==> config.mk <==
export PLATFORM = sky130hd
export DESIGN_NAME = mem_wb_stage
export DESIGN_NICKNAME = d
export VERILOG_FILES = /design/src/rtl/cpu_defs.sv /design/src/rtl/mem_wb_stage_load_ext.sv /design/src/rtl/mem_wb_stage.sv
export SDC_FILE = /design/constraint.sdc
export NUM_CORES = 1
export LEC_CHECK = 0
export CAP_MARGIN = 40
export CORE_MARGIN = 4
export CORE_UTILIZATION = 47
export DETAILED_ROUTE_END_ITERATION = 12
export PLACE_DENSITY = 0.94
export SLEW_MARGIN = 0
export SYNTH_ARGS = -nofsm -noshare
export SYNTH_HDL_FRONTEND = slang
export SYNTH_HIERARCHICAL = 1
export SYNTH_SLANG_ARGS = --single-unit
==> constraint.sdc <==
create_clock -name clk -period 4.3 [get_ports clk]
set_input_delay 0.645 -clock clk [delete_from_list [all_inputs] [get_ports clk]]
set_output_delay 0.645 -clock clk [all_outputs]
set_load 0.03 [all_outputs]
==> src/rtl/cpu_defs.sv <==
// cpu_defs: shared write-back/load codes and MEM/WB pipeline record
package cpu_defs;
  localparam logic [1:0] WB_SEL_ALU = 2'd0;
  localparam logic [1:0] WB_SEL_MEM = 2'd1;
  localparam logic [1:0] WB_SEL_PC8 = 2'd2;
  localparam logic [2:0] LD_LW  = 3'd0;
  localparam logic [2:0] LD_LB  = 3'd1;
  localparam logic [2:0] LD_LBU = 3'd2;
  localparam logic [2:0] LD_LH  = 3'd3;
  localparam logic [2:0] LD_LHU = 3'd4;
  localparam logic [31:0] RESET_PC8 = 32'h0000_3008;
  typedef struct packed {
    logic        valid;
    logic        reg_write;
    logic [4:0]  write_reg;
    logic [1:0]  wb_sel;
    logic [2:0]  load_type;
    logic [31:0] alu_result;
    logic [31:0] mem_rdata;
    logic [31:0] pc8;
  } mw_t;
endpackage

==> src/rtl/mem_wb_stage_load_ext.sv <==
// load_ext: little-endian sub-word select and sign/zero extension of a loaded word
module load_ext
  import cpu_defs::*;
(
  input  logic [31:0] rdata,
  input  logic [1:0]  addr,
  input  logic [2:0]  load_type,
  output logic [31:0] ext
);
  logic [7:0]  b;
  logic [15:0] h;
  always_comb begin
    b   = rdata[{addr, 3'b000} +: 8];
    h   = addr[1] ? rdata[31:16] : rdata[15:0];
    ext = load_type == LD_LB  ? {{24{b[7]}}, b} :
          load_type == LD_LBU ? {24'b0, b} :
          load_type == LD_LH  ? {{16{h[15]}}, h} :
          load_type == LD_LHU ? {16'b0, h} : rdata;
  end
endmodule

==> src/rtl/mem_wb_stage.sv <==
// mem_wb_stage: MEM/WB pipeline register, load extension and write-back mux
module mem_wb_stage
  import cpu_defs::*;
#(
  parameter logic [31:0] RESET_PC8_P = RESET_PC8
) (
  input  logic        clk,
  input  logic        reset,
  input  logic        valid_m,
  input  logic        reg_write_m,
  input  logic [4:0]  write_reg_m,
  input  logic [1:0]  wb_sel_m,
  input  logic [2:0]  load_type_m,
  input  logic [31:0] alu_result_m,
  input  logic [31:0] mem_rdata_m,
  input  logic [31:0] pc8_m,
  output logic [4:0]  write_reg,
  output logic [31:0] write_data,
  output logic        reg_write,
  output logic [31:0] pc8_w,
  output logic        fwd_valid_w,
  output logic [4:0]  fwd_reg_w,
  output logic [31:0] fwd_data_w
);
  mw_t r;
  logic [31:0] load_val, wb_val;
  always_ff @(posedge clk) begin
    if (reset) begin
      r     <= '0;
      r.pc8 <= RESET_PC8_P;
    end else begin
      r <= '{valid_m, reg_write_m, write_reg_m, wb_sel_m, load_type_m,
             alu_result_m, mem_rdata_m, pc8_m};
    end
  end
  load_ext u_load_ext (
    .rdata    (r.mem_rdata),
    .addr     (r.alu_result[1:0]),
    .load_type(r.load_type),
    .ext      (load_val)
  );
  always_comb begin
    wb_val      = r.wb_sel == WB_SEL_MEM ? load_val :
                  r.wb_sel == WB_SEL_PC8 ? r.pc8 : r.alu_result;
    reg_write   = r.valid & r.reg_write;
    write_reg   = r.write_reg;
    write_data  = reg_write ? wb_val : 32'b0;
    pc8_w       = r.pc8;
    fwd_valid_w = reg_write & (r.write_reg != 5'd0);
    fwd_reg_w   = r.write_reg;
    fwd_data_w  = write_data;
  end
endmodule

==> results of run 1 <==
[registers in the layout, indices dropped and copies added, names as in the netlist]
name	flops
r	71
fwd_reg_w	5
pc8_w	32
[per-layer routing]
layer  routed length [µm]  vias up  GRT usage
li1                     -     1999          -
met1                 6110     1982      0.276
met2                 7600      177      0.373
met3                  913       20     0.0381
met4                  257        0     0.0752
met5                    0        -          0
[report_power, final]
part | switching, mW | internal [mW] | leakage, nW
logic | 0.188 | 0.234 | 1.60
registers | 0.0530 | 1.05 | 0.901
clock network | 0.384 | 0.401 | 0.135
total | 0.625 | 1.69 | 2.63
[per-stage QoR]
step	utilization	instances	area [µm²]
finish	0.661	785	7260
global placement	0.631	767	6940
global route	0.661	785	7260
floorplan	-	516	5340
CTS	0.661	785	7260
detailed placement	0.636	769	6980
[cell usage in the layout (no fill, tap or decap), types with 2 or more instances in the layout]
master	synthesis	layout
a31oi_1	8	8
nand3_1	9	9
dfxtp_1	108	107
clkbuf_16	0	9
mux2_2	2	2
a221o_1	7	7
o211ai_1	8	8
nor2b_1	105	105
clkinv_4	0	2
mux4_1	7	7
nor3_1	8	8
nand3b_1	2	2
o2bb2ai_1	16	16
buf_4	77	8
or2_1	3	3
mux2i_1	64	64
o22ai_1	32	32
clkdlybuf4s50_1	0	216
[critical path: stages, from the launching register on]
cell and delay (ns):
dfxtp_1 0.63, buf_4 0.28, mux2_2 0.40, mux2i_4 0.44, o2bb2ai_1 0.20, mux2i_1 0.21
o22ai_1 0.12, clkdlybuf4s50_1 0.61
[cells by family (layout without fill, tap and decap cells)]
kind of cell / after synthesis / after routing
compound gates: 77 / 77
xor+xnor: 1 / 1
buf+inv: 113 / 242
flops: 108 / 108
mux: 75 / 75
simple gates: 142 / 142
[cell type report]
class                      instances  area share
multi-input combinational        295       0.327
tap                              140      0.0241
timing repair buffer             226       0.313
clock buffer                      10      0.0315
clock inverter                     6     0.00689
sequential                       108       0.298
[final timing paths]
check | startpoint | end
max | r[65] | write_data[18]
min | reset | r[99]
[synth_stat cells, drive strengths merged, types with 2 or more instances]
master   number  share of area
a31oi         8         0.0094
mux2i        65           0.12
a221o         7          0.013
nand3b        2         0.0028
mux2          2         0.0042
o211ai        9          0.014
buf          93           0.14
or2           4         0.0047
nor2b       105           0.12
dfxtp       108           0.40
nand2         2         0.0019
o22ai        32          0.037
nor3b         2         0.0059
o2bb2ai      16          0.026
clkbuf       20          0.015
nand3         9         0.0084
nor3          8         0.0075
mux4          8          0.039
==> metrics.cfg, run 1 <==
[run_status]
status = complete, no violations

[clock_network]
numCtsBuffers = 9
cts_tree = done
hold_buffers = 0
ctsResizeCount = 0
cts.clk_slew.worst_paths_ns = 0.08
clk_path_buf_depth = 2
cts_max_level = 3
post-cts-setup-buffers = 0
clock-sinks = 108
root_buffer = clkbuf_16

[setup_path]
crit_path_end_kind = primary output
cp.required_ns = 3.65
worstPathArrival_ns = 3.23
path_class = reg -> out
critPathLaunchType = register
path_max_fanout = 16

[power_and_ir_drop]
leakagePower_nw = 2.63
irDropWorstVdd_mv = 0.263
p_per_area_nw_per_um2 = 319
p_total_mw = 2.31

[placed_design]
place_hpwl_mm = 11.6
routabilityCongestion = 0.909
io_buffers = 217
pre_cts_slack_ns = 0.824

[route]
wl_mm = 14.9
drc = 0
avgRoutedWirePerCell_um = 19.0
drt_iter0_drc = 151
drtAntennaViolNets = 0
firstDrtPassIters = 5
viasPerCell = 5.32
dr_total_vias = 4178

[synthesis]
synth_edf_count = 0
synthAdderAreaFrac = 0
synth_top_family_by_area = simple AND/OR/NAND/NOR gates
synth_top_flop_cell = dfxtp_1
ys_seq_area_frac = 0.405
synth.avg_cell_area_um2 = 10.4
synth.distinct_cells = 44
netlist_area_um2 = 5340
ys_ff_latch = 108
yosysWarnings = 6
synth_xor_area_frac = 0.00305
syn_nets = 626
synthSimpleGateAreaFrac = 0.168
synthCells = 516
synth-compound-area-share = 0.106
synth-async-reset-ratio = 0
synthMuxAreaShare = 0.167

[grt]
grt_pass1_vias = 4287
grt_max_degree = 68
grt.overflow.total = 0
grt_pass1_wl_mm = 22.5
antenna_found_initial = 0
grt_use_total = 0.218

[die]
chipWidth_um = 115
dieArea_um2 = 13100
ios = 218
rows = 38
die_h_um = 115
core_area_um2 = 11000
start_util = 0.486

[layout]
diodes = 0
multi_input_area_um2 = 2370
n_fill_cell = 859
seq_area_um2 = 2170
layout.nets = 750
synthToLayoutAreaGrowth_pct = 36.0
drive_gt1_frac = 0.0558

[sta]
max_freq_ghz = 0.258
worst_slew_pin_slew_ns = 0.698
max_slew_margin = 0.535
setup_viol = 0
fin_crit_sh = 0.901
setup_slack_ns = 0.425
slew_viol_final = 0
hold_viol_final = 0
period_needed_ns = 3.87
rsz0062_at_grt = false
fin_setup_tns_ns = 0
holdWs_ns = 0.728

[hold_path]
hold_path_class = in -> reg
hold_depth = 2

[job]
drv_cap = 0

Power figures use the tool's default switching activity.
==> run 2, diff against run 1 <==
Settings changed: SKIP_CTS_REPAIR_TIMING set to 1, SLEW_MARGIN 0 to 20.
==> results of run 2 <==
No change in the layout: final DEF, timing and power equal those of run 1.
==> run 3, diff against run 2 <==
Settings changed: GPL_TIMING_DRIVEN set to 0.
==> run 3 against run 2 <==
Design area grew 9.7%. Fmax decreased by 0.73%. Via count increased by 9.7%. Combinational power is 17% higher. Hold slack better by 0.056 ns. Critical path depth up 1. Die area unchanged. Clock power about the same. Global-route usage grew 2.9 points. First-iteration DRC count up 83%. Total power rose by 2.5%. Critical path type unchanged. Critical endpoint is now write_data[10]. Highest routed layer unchanged.
==> metrics.cfg, run 3 (synthesis results as in run 1) <==
[layout]
mostFrequentLayoutCells = 216 x clkdlybuf4s50_1, 108 x dfxtp_1, 105 x nor2b_1
regMostFlops = r
final_common_cell = clkdlybuf4s50_1
fin_util = 0.725  ; +0.0640
layout.nets = 853  ; +14%
diodes = 0  ; unchanged
largest_reg_flops = 71  ; unchanged
drive_gt1_frac = 0.162  ; +0.106
n_fill_cell = 784  ; -8.7%
synthToLayoutAreaGrowth_pct = 49.1

[setup_path]
worstPathCellList = buf_2 > nand4b_1 > nand2_1 > a221o_1 > mux2i_1 > o22ai_1 > buf_4 > clkdlybuf4s50_1
path_class = reg -> out
crit_path_end_kind = primary output
cp_top_family = buffers and inverters
cpMaxStageDelayCell = clkdlybuf4s50_1
max_stage_delay_ns = 0.65  ; +0.02 ns
path_max_fanout = 10  ; -6
cp.required_ns = 3.65  ; about the same
critPathBufInv = 3  ; +1
critPathLaunchType = register
worstPathArrival_ns = 3.26  ; +0.03 ns

[power_and_ir_drop]
internal_power_mw = 1.74  ; +2.9%
sequentialPowerShare = 0.460  ; -0.018
switching_power_mw = 0.633  ; +1.3%
p_per_area_nw_per_um2 = 298  ; -6.6%
leakagePower_nw = 3.09  ; +17%
pwr-share-comb = 0.207  ; +0.025
irDropWorstVdd_mv = 0.205  ; -22%
swShare = 0.267  ; -0.00319
clock_power_share = 0.332  ; -0.007

[die]
die_h_um = 115  ; unchanged
start_util = 0.486  ; unchanged
ios = 218  ; unchanged
dieArea_um2 = 13100  ; unchanged
core_area_um2 = 11000  ; unchanged
chipWidth_um = 115  ; unchanged
rows = 38  ; unchanged

[placed_design]
place_hpwl_mm = 13.0  ; +12%
routabilityCongestion = 0.863  ; -5.0%
pre_cts_slack_ns = 0.817  ; -0.00755 ns
io_buffers = 216  ; -0.46%

[grt]
antenna_found_initial = 0  ; unchanged
grt.overflow.total = 0  ; unchanged
grt_pass1_wl_mm = 25.0  ; +11%
use_met3 = 0.0412  ; +0.00317
grt_use_total = 0.247  ; +0.0287
met1_usage = 0.311  ; +0.0355
grt_max_degree = 19  ; -72%
top_usage_layer = met2
grtUsageMet2 = 0.426  ; +0.0528
grt_pass1_vias = 4770  ; +11%

[job]
drv_cap = 0  ; unchanged

[clock_network]
clock-sinks = 108  ; unchanged
cts_tree = done
numCtsBuffers = 9  ; unchanged
clk_path_buf_depth = 2  ; unchanged
root_buffer = clkbuf_16
cts.clk_slew.worst_paths_ns = 0.07  ; about the same
cts_max_level = 3  ; unchanged

[sta]
worst_slew_pin_slew_ns = 0.720  ; +0.0219 ns
fin_setup_tns_ns = 0  ; unchanged
rsz0062_at_grt = false
period_needed_ns = 3.90  ; +0.0286 ns
holdWs_ns = 0.784  ; +0.0557 ns
hold_viol_final = 0  ; unchanged
setup_viol = 0  ; unchanged
max_freq_ghz = 0.256  ; -0.73%
slew_viol_final = 0  ; unchanged
fin_crit_sh = 0.908  ; +0.00665
setup_slack_ns = 0.397  ; -0.0286 ns
max_slew_margin = 0.518  ; -0.0167

[route]
wl_mm = 16.2  ; +8.6%
drtAntennaViolNets = 0  ; unchanged
dr_total_vias = 4583  ; +9.7%
drt_iter0_drc = 277  ; +83%
avgRoutedWirePerCell_um = 18.2  ; -4.0%
firstDrtPassIters = 4  ; -1
drc = 0  ; unchanged
viasPerCell = 5.16  ; -3.0%

[hold_path]
hold_path_class = in -> reg

[run_status]
status = complete, no violations

## run 3: cell types whose count changed in the layout (fill, tap and decap cells not counted), moves of 2 or more
cell        before  now
clkinvlp_4       1    3
buf_4            8   77
buf_2            0    5
clkbuf_1         1   18
buf_6            0   11
## run 3: power by group through the flow
stage | clock (mW) | sequential [mW] | combinational [mW]
finish | 0.789 | 1.09 | 0.492
global route | 0.844 | 1.10 | 0.523
CTS | 0.802 | 1.09 | 0.493
detailed placement | 0 | 1.11 | 0.490
global placement | 0 | 1.11 | 0.481
floorplan | 0 | 1.10 | 0.287
## run 3: worst paths after layout
| path | to | depth (start not counted) | startpoint |
|---|---|---|---|
| worst max-delay path | write_data[10] | 8 | r[65] |
| worst min-delay path | r[95] | 3 | reset |
## run 3: layer usage
metal  routed length, µm  vias up
met5                   0        -
met4                 346        0
met3                1100       30
met2                8150      191
met1                6560     2166
li1                    -     2196
## run 3: final cells by class
| type | count | area (µm²) | share of cell area |
|---|---|---|---|
| multi-input cells | 295 | 2370 | 0.298 |
| flip-flops and latches | 108 | 2160 | 0.271 |
| repair buffers | 216 | 2160 | 0.271 |
| plain buffers | 113 | 807 | 0.101 |
| clock buffers | 10 | 239 | 0.0300 |
| well taps | 140 | 175 | 0.0220 |
| clock inverters | 6 | 47.5 | 0.00597 |
## run 3: through the flow
| stage | total power [mW] | instances | area, µm² |
|---|---|---|---|
| 2_1_floorplan | 1.39 | 516 | 5340 |
| 3_3_place_gp | 1.59 | 872 | 7680 |
| 3_5_place_dp | 1.60 | 872 | 7680 |
| 4_1_cts | 2.39 | 888 | 7970 |
| 5_1_grt | 2.46 | 888 | 7970 |
| 6_report | 2.37 | 888 | 7970 |
==> patch 1: new RTL, flow settings as in run 2 <==
Make the reset (`reset`) asynchronous in one clocked block.
--- a/src/rtl/mem_wb_stage.sv
+++ b/src/rtl/mem_wb_stage.sv
@@ -24,7 +24,7 @@
 );
   mw_t r;
   logic [31:0] load_val, wb_val;
-  always_ff @(posedge clk) begin
+  always_ff @(posedge clk or posedge reset) begin
     if (reset) begin
       r     <= '0;
       r.pc8 <= RESET_PC8_P;
Formal check against the unedited RTL: differs if reset is asserted again (counterexample within 4 cycles, from zero or initial values and one cycle with reset high); with reset held inactive, the same outputs for 10 cycles.
==> patch 1 against run 2 <==
Wire length is 4.7% lower; maximum frequency is 3.3% lower; worst setup slack worse by 0.13 ns; power is 1.7% lower; area after synthesis is 3.6% lower; clock power is 20% lower; final area is 3.2% lower; sequential cell count stayed put; first-iteration DRC count is 45% higher; largest cell class is now flip-flops and latches.
==> patch 1: results (changes against run 2) <==
DRT Wirelength = 14200 µm (-4.7%)
Max Fanout on Critical Path = 20 (+4)
cts bufs inserted = 9 (unchanged)
Synth area leaders = dfrtp_1, mux2i_1, buf_4
GPL Wtd Cong = 0.864 (-4.9%)
DRC violation total after the first TritonRoute iteration = 219 (+45%)
Worst Hold Class = input port to asynchronous set/reset pin
first-pass GRT wire length = 22000 µm (-2.4%)
dpl ws = 0.752 ns (-0.0726 ns)
htree depth = 3 (unchanged)
Detail Placement HPWL = 11000 µm (-5.2%)
Via density = 5.53 (+3.9%)
Final Net Count = 641 (-15%)
DRT Pass-1 Iters = 4 (-1)
Vias = 3717 (-11%)
GR Layer Usage met3 = 0.0460 (+0.00793)
Root Buffer Master = clkbuf_8
initial antenna violation count = 0 (unchanged)
Worst-path clk slew = 0.10 ns (+0.02 ns)
Commonest cells post-synth = dfrtp_1, buf_4, mux2i_1, o22ai_1, o2bb2ai_1
Synth async-reset ratio = 1.00 (+1.00)
Worst Tran Pin Value = 0.723 ns (+0.0246 ns)
family with the most delay on the worst path = simple AND/OR/NAND/NOR gates
sequential element share of the synthesized area = 0.525 (+0.121)
ant diodes = 0 (unchanged)
largest register by flop count = r
Leakage = 2.91 nW (+11%)
slowest CP cell = clkdlybuf4s50_1
Cells after DPL = 656 (-15%)
post-synth net total = 507 (-19%)
max FFs per register = 71 (unchanged)
total track usage = 0.223 (+0.00460)
met2 usage = 0.401 (+0.0276)
Synth Instances = 397 (-23%)
status = completed
Netlist cell types = 44 (unchanged)
Crit path arrival time = 3.36 ns (+0.13 ns)
dominant synthesized flop cell = dfrtp_1
crit path from = r[98]$_DFF_PP0_
yosys synthesis warning count = 6 (unchanged)
Port Buffers = 217 (unchanged)
largest net degree at the start of global routing = 56 (-18%)
slowest stage delay, CP = 0.75 ns (+0.12 ns)
Max IR drop VDD = 0.195 mV (-26%)
share of cells above drive strength 1 = 0.0690 (+0.0132)
post-route setup TNS = 0 ns (unchanged)
vias in the first global route = 4061 (-5.3%)
met1 usage = 0.268 (-0.00723)
==> patch 1: changes by cell type after synthesis <==
cell / delta
buf_2: -2
inv_1: +1
dfxtp_1: -108
dfrtp_1: +105
buf_6: -2
clkbuf_1: -8
or2_1: -3
nor2b_1: -105
dfstp_2: +3
==> patch 1: how the worst max path moves through the flow <==
stage,endpoint,slack (ns)
floorplan,fwd_reg_w[0]$_DFF_PP0_,0.81
global placement,fwd_data_w[8],0.84
detailed placement,write_data[13],0.75
CTS,write_data[13],0.33
global route,fwd_data_w[12],0.07
finish,write_data[13],0.29
==> patch 1: routing by layer <==
metal | wire length [µm] | part of all wire
met4 | 314 | 0.022
met1 | 5490 | 0.39
met5 | 0 | 0
met3 | 822 | 0.058
met2 | 7550 | 0.53
==> patch 1: power breakdown <==
group | switching [mW] | total [mW] | leakage, nW | internal [mW]
logic | 0.261 | 0.523 | 1.56 | 0.262
clock network | 0.350 | 0.631 | 0.104 | 0.281
registers | 0.0528 | 1.12 | 1.25 | 1.07
==> patch 1: per-stage QoR <==
| step | utilization | cell area, µm² | hold WS (ns) |
|---|---|---|---|
| finish | 0.669 | 7030 | 0.671 |
| CTS | 0.669 | 7030 | 0.667 |
| detailed placement | 0.650 | 6830 | 1.06 |
| global placement | 0.647 | 6800 | 1.06 |
| floorplan | - | 5150 | 0.649 |
| global route | 0.669 | 7030 | 0.662 |
==> patch 1: cells by family after synthesis <==
kind of cell | after synthesis | synth area share
compound gates | 77 | 0.110
xor+xnor | 1 | 0.00316
buf+inv | 102 | 0.145
flops | 108 | 0.525
mux | 75 | 0.173
simple gates | 34 | 0.0430
==> patch 1: layout make-up <==
cell class / count / area [µm²]
clock buffer: 10 / 128
clock inverter: 6 / 76.3
fill: 777 / 3480
inverter: 1 / 6.26
multi-input combinational: 187 / 1700
sequential: 108 / 2710
tap: 136 / 170
timing repair buffer: 224 / 2240
==> patch 2: new RTL, flow settings as in run 2 <==
Made on the original files. Put a register stage on the output `write_data`, cleared by the reset. The value now appears one clock later. The other outputs are not delayed to match.
--- a/src/rtl/mem_wb_stage.sv
+++ b/src/rtl/mem_wb_stage.sv
@@ -22,6 +22,8 @@
   output logic [4:0]  fwd_reg_w,
   output logic [31:0] fwd_data_w
 );
+
+  logic [31:0] write_data_d;
   mw_t r;
   logic [31:0] load_val, wb_val;
   always_ff @(posedge clk) begin
@@ -44,11 +46,19 @@
                   r.wb_sel == WB_SEL_PC8 ? r.pc8 : r.alu_result;
     reg_write   = r.valid & r.reg_write;
     write_reg   = r.write_reg;
-    write_data  = reg_write ? wb_val : 32'b0;
+    write_data_d = reg_write ? wb_val : 32'b0;
     pc8_w       = r.pc8;
     fwd_valid_w = reg_write & (r.write_reg != 5'd0);
     fwd_reg_w   = r.write_reg;
-    fwd_data_w  = write_data;
+    fwd_data_w  = write_data_d;
   end
+  always_ff @(posedge clk) begin
+    if (reset) begin
+      write_data <= '0;
+    end else begin
+      write_data <= write_data_d;
+    end
+  end
+
 endmodule
 
Formal check against the unedited RTL: not equivalent (a bounded check fails within 4 cycles, from zero or initial values and one cycle with reset high).
==> patch 2 against run 2 <==
Area after synthesis is 16% higher; wire length rose by 17%; critical endpoint is now fwd_data_w[5]; largest cell class is now flip-flops and latches; final area grew 21%; worst setup slack worse by 0.15 ns; sequential cell count increased by 32; sequential share of layout area is 2.2 points higher; utilization grew 2.5 points; combinational power up 10%; power grew 49%; critical path depth is the same; sequential power is 27% higher; via count grew 14%.
==> patch 2: results (changes against run 2) <==
Vias = 4778 (+14%)
Clk pwr share = 0.454 (+0.115)
multi-input gate count = 359 (+22%)
largest net degree at the start of global routing = 60 (-12%)
P_int = 2.63 mW (+56%)
share of cells above drive strength 1 = 0.132 (+0.0761)
Layout non-clock buf frac = 0.262 (-0.0501)
worst hold endpoint = r[63]$_SDFF_PP0_
cts bufs inserted = 17 (+8)
Max Fanout on Critical Path = 20 (+4)
clkbuf count = 21 (+11)
post-synth net total = 696 (+11%)
Min Hold Slack = 0.435 ns (-0.293 ns)
Detail Placement HPWL = 12900 µm (+11%)
crit path from = r[98]$_SDFF_PP0_
Yosys reg bits = 140 (+30%)
multi-input combinational area share = 0.320 (-0.00670)
Final clock-cell share = 0.0725 (+0.0340)
Sw Pwr = 0.815 mW (+30%)
Crit path arrival time = 3.38 ns (+0.15 ns)
Placed Instance Area = 0.00808 mm² (+16%)
total track usage = 0.231 (+0.0131)
Worst-path clk slew = 0.06 ns (-0.02 ns)
Syn Area/Cell = 10.6 µm² (+2.5%)
Finished Layout Cells = 930 (+18%)
# rows = 41 (+7.9%)
CP Capture Point = fwd_data_w[5]
vias in the first global route = 5089 (+19%)
status = completed
first-pass GRT wire length = 26900 µm (+19%)
Logic power comb = 0.465 mW (+10%)
patch 2: cell types whose count changed after synthesis, sizes merged, moves of 2 or more:
cell,delta
mux2,+32
clkbuf,+2
nor2b,-13
and2b,+13
buf,-29
dfxtp,+32
nor2,+65
o22ai,-32
patch 2: per-layer routing:
metal | vias up | GRT usage | routed length, µm
met5 | - | 0 | 0
met4 | 0 | 0.0747 | 337
met3 | 26 | 0.0677 | 1320
met2 | 208 | 0.393 | 8720
met1 | 2268 | 0.282 | 7070
li1 | 2276 | - | -
patch 2: kinds of logic after synthesis:
| family | share of synthesized area |
|---|---|
| simple gates | 0.189 |
| buf+inv | 0.0978 |
| flops | 0.451 |
| compound gates | 0.0586 |
| mux | 0.201 |
| xor+xnor | 0.00262 |
patch 2: worst max-delay path: stages (launching register included):
cell and delay [ns]:
dfxtp_1 0.68, nor3b_2 0.59, o211ai_1 0.15, a31oi_1 0.28, mux2i_1 0.12, mux2_2 0.29
nor2_1 0.13, clkdlybuf4s50_1 0.72
